File: config.mk
export PLATFORM = sky130hd
export DESIGN_NAME = mem_access_unit
export DESIGN_NICKNAME = d
export VERILOG_FILES = /design/src/rtl/mem_access_unit.sv
export SDC_FILE = /design/constraint.sdc
export NUM_CORES = 1
export LEC_CHECK = 0
export CORE_MARGIN = 8
export CORE_UTILIZATION = 45
export DETAILED_ROUTE_END_ITERATION = 10
export PLACE_DENSITY = 0.82
export SYNTH_ARGS = -nofsm -noshare
export SYNTH_HDL_FRONTEND = slang
export SYNTH_SLANG_ARGS = --single-unit
File: constraint.sdc
create_clock -name clk -period 8.3 [get_ports clk]
set_clock_uncertainty 0.1 [all_clocks]
set_input_delay 1.66 -clock clk [delete_from_list [all_inputs] [get_ports clk]]
set_output_delay 1.66 -clock clk [all_outputs]
set_load 0.005 [all_outputs]
File: src/rtl/mem_access_unit.sv
// M-stage load/store initiator: legality checks, byte-lane steering, req/ack bus handshake with timeout.
// Stall is asserted from the issuing IDLE cycle through REQ; completion is a one-cycle done pulse.
module mem_access_unit #(
  parameter logic [31:0] ADDR_LIMIT = 32'h0000_1000,
  parameter int          TIMEOUT    = 16
) (
  input  logic        clk,
  input  logic        reset,
  input  logic        op_valid,
  input  logic        op_wr,
  input  logic [2:0]  op_type,
  input  logic [31:0] addr,
  input  logic [31:0] wdata,
  input  logic [31:0] pc,
  output logic        stall,
  output logic        done,
  output logic [31:0] rdata,
  output logic        exc_adel,
  output logic        exc_ades,
  output logic        bus_err,
  output logic [31:0] exc_pc,
  output logic        bus_req,
  output logic        bus_we,
  output logic [31:0] bus_addr,
  output logic [3:0]  bus_be,
  output logic [31:0] bus_wdata,
  input  logic        bus_ack,
  input  logic [31:0] bus_rdata
);

  localparam logic [1:0] S_IDLE = 2'd0;
  localparam logic [1:0] S_REQ  = 2'd1;
  localparam logic [1:0] S_DONE = 2'd2;

  logic [1:0]  state;
  logic [7:0]  cnt;
  logic        we_q, err_q;
  logic [31:0] addr_q, wdata_q, pc_q, rdata_q;
  logic [3:0]  be_q;
  logic [1:0]  lane_q;
  logic [2:0]  type_q;

  logic        illegal, misaligned, out_of_range, fault, issue, fault_pulse;
  logic [3:0]  be_n;
  logic [31:0] wdata_n, load_ext;
  logic [15:0] half_sel;
  logic [7:0]  byte_sel;

  always_comb begin
    illegal      = (op_type > 3'd4) || (op_wr && (op_type == 3'd2 || op_type == 3'd4));
    misaligned   = ((op_type == 3'd0) && (addr[1:0] != 2'b00)) ||
                   ((op_type == 3'd1 || op_type == 3'd2) && addr[0]);
    out_of_range = (addr >= ADDR_LIMIT);
    fault        = illegal || misaligned || out_of_range;
    issue        = !reset && (state == S_IDLE) && op_valid && !fault;
    fault_pulse  = !reset && (state == S_IDLE) && op_valid && fault;
  end

  always_comb begin
    be_n    = 4'b0001 << addr[1:0];
    wdata_n = {4{wdata[7:0]}};
    case (op_type)
      3'd0: begin
        be_n    = 4'b1111;
        wdata_n = wdata;
      end
      3'd1, 3'd2: begin
        be_n    = addr[1] ? 4'b1100 : 4'b0011;
        wdata_n = {2{wdata[15:0]}};
      end
      default: ;
    endcase
  end

  // Extraction uses the latched lane/type so the pipeline may change addr while stalled.
  always_comb begin
    half_sel = lane_q[1] ? bus_rdata[31:16] : bus_rdata[15:0];
    case (lane_q)
      2'd0:    byte_sel = bus_rdata[7:0];
      2'd1:    byte_sel = bus_rdata[15:8];
      2'd2:    byte_sel = bus_rdata[23:16];
      default: byte_sel = bus_rdata[31:24];
    endcase
    case (type_q)
      3'd1:    load_ext = {{16{half_sel[15]}}, half_sel};
      3'd2:    load_ext = {16'h0000, half_sel};
      3'd3:    load_ext = {{24{byte_sel[7]}}, byte_sel};
      3'd4:    load_ext = {24'h000000, byte_sel};
      default: load_ext = bus_rdata;
    endcase
  end

  always_ff @(posedge clk or posedge reset) begin
    if (reset) begin
      state   <= S_IDLE;
      cnt     <= 8'd0;
      we_q    <= 1'b0;
      err_q   <= 1'b0;
      addr_q  <= 32'd0;
      wdata_q <= 32'd0;
      pc_q    <= 32'd0;
      rdata_q <= 32'd0;
      be_q    <= 4'd0;
      lane_q  <= 2'd0;
      type_q  <= 3'd0;
    end else begin
      case (state)
        S_IDLE: begin
          if (issue) begin
            we_q    <= op_wr;
            addr_q  <= {addr[31:2], 2'b00};
            be_q    <= be_n;
            wdata_q <= wdata_n;
            lane_q  <= addr[1:0];
            type_q  <= op_type;
            pc_q    <= pc;
            err_q   <= 1'b0;
            cnt     <= 8'd0;
            state   <= S_REQ;
          end
        end
        S_REQ: begin
          // An ack on the final counted cycle wins over the timeout.
          if (bus_ack) begin
            rdata_q <= we_q ? 32'd0 : load_ext;
            err_q   <= 1'b0;
            state   <= S_DONE;
          end else if (cnt == 8'(TIMEOUT - 1)) begin
            rdata_q <= 32'd0;
            err_q   <= 1'b1;
            state   <= S_DONE;
          end else begin
            cnt <= cnt + 8'd1;
          end
        end
        default: state <= S_IDLE;
      endcase
    end
  end

  always_comb begin
    bus_req   = (state == S_REQ);
    bus_we    = we_q;
    bus_addr  = addr_q;
    bus_be    = be_q;
    bus_wdata = wdata_q;
    stall     = issue || (state == S_REQ);
    done      = (state == S_DONE);
    rdata     = done ? rdata_q : 32'd0;
    bus_err   = done && err_q;
    exc_adel  = fault_pulse && !op_wr;
    exc_ades  = fault_pulse && op_wr;
    exc_pc    = fault_pulse ? pc : (bus_err ? pc_q : 32'd0);
  end

endmodule

==> impl_metrics.ini <==
[final_layout]
final.fill_count = 1253
multi_input_area_mm2 = 0.00327
antennaDiodeCount = 0
syn_to_final_growth_pct = 47.2
nets = 1049
instances_no_fill = 1141
seqCellArea_mm2 = 0.00368
drive_above_1_share_pct = 12.2

[synth]
yosys.area.top_type = dfrtp_1
ys_types = 49
synth_common_cells = 147 x dfrtp_1, 73 x o21ai_0, 57 x nand2_1
synth_warnings = 0
yosysMostFrequentCell = dfrtp_1
avgSynthCellArea_um2 = 10.9
ys_top_cells_by_area = dfrtp_1 51%, mux2_2 8.5%, o21ai_0 5.1%
ys_seq_elements = 147
syn-cell-area_mm2 = 0.00719
synth_top_area_share_pct = 51.2
synthFlopType = dfrtp_1
synth_edf_count = 0
ys_seq_area_share_pct = 51.2
ys_async_sr_fraction_pct = 100
syn_inst = 662

[setup_path]
endpoint = exc_pc[14]
cpPeakStageDelay_ns = 0.66
cpMaxStageDelayCell = clkdlybuf4s50_1
arrival_ns = 4.76
crit_start = op_type[2]
cp_data_required_time_ns = 6.54
reg2reg_from = state[0]
cp_common_cell = clkdlybuf4s50_1
cp.depth = 8
cp_num_buf_inv = 3
cp_max_fo = 34
crit_chain = clkdlybuf4s50_1, or3_1, o211a_1, o2111ai_2, nor2b_2, buf_4, a22o_1, clkdlybuf4s50_1
r2r_end = pc_q[30]
ff2ff_setup_slack_ns = 5.14
crit_path_start_kind = primary input
cp-end-kind = output port
crit_type = primary input to output port
reg2reg_depth = 5
crit_family = buffers and inverters

[clocking]
hold_buffers = 0
clockBufferDepth = 2
htree_num_levels = 4
cts_tree = done
cts-root-buf = clkbuf_16
numClockSinks = 147
cts_buffers = 17
postCtsSetupRepairBufs = 0
clk_latency_ns = 0.41
path_clk_slew_ns = 0.06
post_cts_resized = 0

[timing]
worst_slack_ns = 1.78
hold_violations = 0
tns_ns = 0
finalCritPeriodShare_pct = 78.5
slew_headroom_pct = 19.4
fmax_ghz = 0.153
drv_slew = 0
rsz0062_at_grt = no
setup_violations = 0
finalCriticalPeriod_ns = 6.52
worst_pin_slew_ns = 1.20

[routing]
drt_wl_total_um = 21900
via_count = 6129
vias_per_cell = 5.37
drc = 0
drt_pass1_iterations = 4
ant_nets = 0
first_iter_violations = 366
wl_per_cell_um = 19.2

[place]
dp_cells = 1109
routabilityCongestion = 0.862
port_buffers = 272
dp_hpwl_um = 16100
pre_cts_ws_ns = 1.82

[power]
power.leakage_nw = 4.63
p_total_mw = 1.59
irDropWorstVdd_mv = 0.130
p_per_area_mw_per_mm2 = 150

[grt]
track_usage_pct = 21.8
grt-ovfl-total = 0
grt_max_degree = 59
antenna_found_initial = 0
grt_pass1_vias = 6509
grt_first_pass_wirelength_um = 34500

[die]
row_count = 46
coreArea_mm2 = 0.0158
die_x_um = 142
die_h_um = 142
dieArea_mm2 = 0.0203
ios = 275
start_util_pct = 45.6

[worst_hold_path]
hold_depth = 2
hold_path.class = flop to flop

[flow_run]
maxCapViolCount = 0

[status]
status = finished, final reports clean
-- report_power, final --
group / switching [mW] / leakage, nW / internal (mW)
Clock: 0.313 / 0.265 / 0.417
Sequential: 0.00000194 / 2.05 / 0.717
Combinational: 0.0601 / 2.31 / 0.0848
Total: 0.373 / 4.63 / 1.22
-- layout by cell type, fill, tap and decap left out, types with 2 or more instances in the layout --
cell             Yosys  routed
a22oi_1              8       8
xor2_1               6       6
a21boi_0             8       8
clkdlybuf4s50_1      0     272
a22o_1              32      32
o221ai_1            15      15
and2_1              54      54
nand3b_1             2       2
inv_6                0       5
mux2i_1             17      17
buf_4                4       7
o21ai_0             73      73
nand2_1             57      57
nor2_1              49      49
clkbuf_16            0      17
inv_1                6       5
and3_1               3       3
dfrtp_1            147     147
a21oi_1              8       8
nor2b_2              0       2
mux2_2              54      54
nor4_1               5       5
clkinvlp_4           0       4
mux2_4               3       3
mux2_1               9       9
xnor2_1              3       2
nand2b_1            11      11
nand3_1              5       5
conb_1               1       2
clkinv_2             0       3
mux4_2               8       8
nand4_1              4       4
nor2b_1              6       4
-- layout make-up --
| type | count | share of cell area (%) |
|---|---|---|
| well taps | 216 | 2.56 |
| repair buffers | 279 | 26.2 |
| multi-input cells | 461 | 30.9 |
| clock inverters | 14 | 1.23 |
| clock buffers | 18 | 4.06 |
| flip-flops and latches | 147 | 34.8 |
| inverters | 6 | 0.260 |
-- through the flow --
step | hold slack [ns] | instance area (µm²) | utilization [%]
2_1_floorplan | 0.330 | 7190 | -
3_3_place_gp | 0.340 | 10000 | 63.5
3_5_place_dp | 0.348 | 10000 | 63.5
4_1_cts | 0.363 | 10600 | 67.1
5_1_grt | 0.387 | 10600 | 67.1
6_report | 0.357 | 10600 | 67.1
-- worst register-to-register path, delay by kind of cell, from the launching register on --
family                 cells  cell delay (ns)
buffers and inverters      1             0.53
flip-flops                 1             0.44
multiplexers               1             0.40
AND/OR/NAND/NOR            3             1.58
-- logic make-up (layout without fill, tap and decap cells) --
kind of cell	after synthesis	in the layout	synth area share, %
AO/OA/AOI/OAI	154	154	14.2
AND/OR/NAND/NOR	204	204	14.1
adder cells (fa/ha/maj)	1	1	0.174
buffers and inverters	55	317	3.78
XOR/XNOR	9	9	1.10
multiplexers	91	91	15.4
flip-flops	147	147	51.2
other	1	2	0.0522
-- flip-flops by register name (all words and copies together) (netlist names), 2 cells and up --
register,count
cnt,8
pc_q,32
lane_q,2
bus_be,4
rdata_q,32
bus_wdata,32
state,2
type_q,3
bus_addr,30
-- per-layer routing --
layer	vias to the layer above	global-route usage, %	wire, µm
li1	2857	-	-
met1	2992	25.5	8630
met2	233	36.1	10800
met3	47	7.04	1770
met4	0	9.40	697
met5	-	0	0
-- how the worst min path moves through the flow --
stage                      startpoint           to
after detailed placement   rdata_q[9]   rdata_q[9]
after global routing       rdata_q[9]   rdata_q[9]
after CTS                  rdata_q[9]   rdata_q[9]
final                      rdata_q[9]   rdata_q[9]
after global placement     rdata_q[9]   rdata_q[9]
after floorplan           rdata_q[10]  rdata_q[10]
Note: power is estimated with default switching activity, not from simulation.
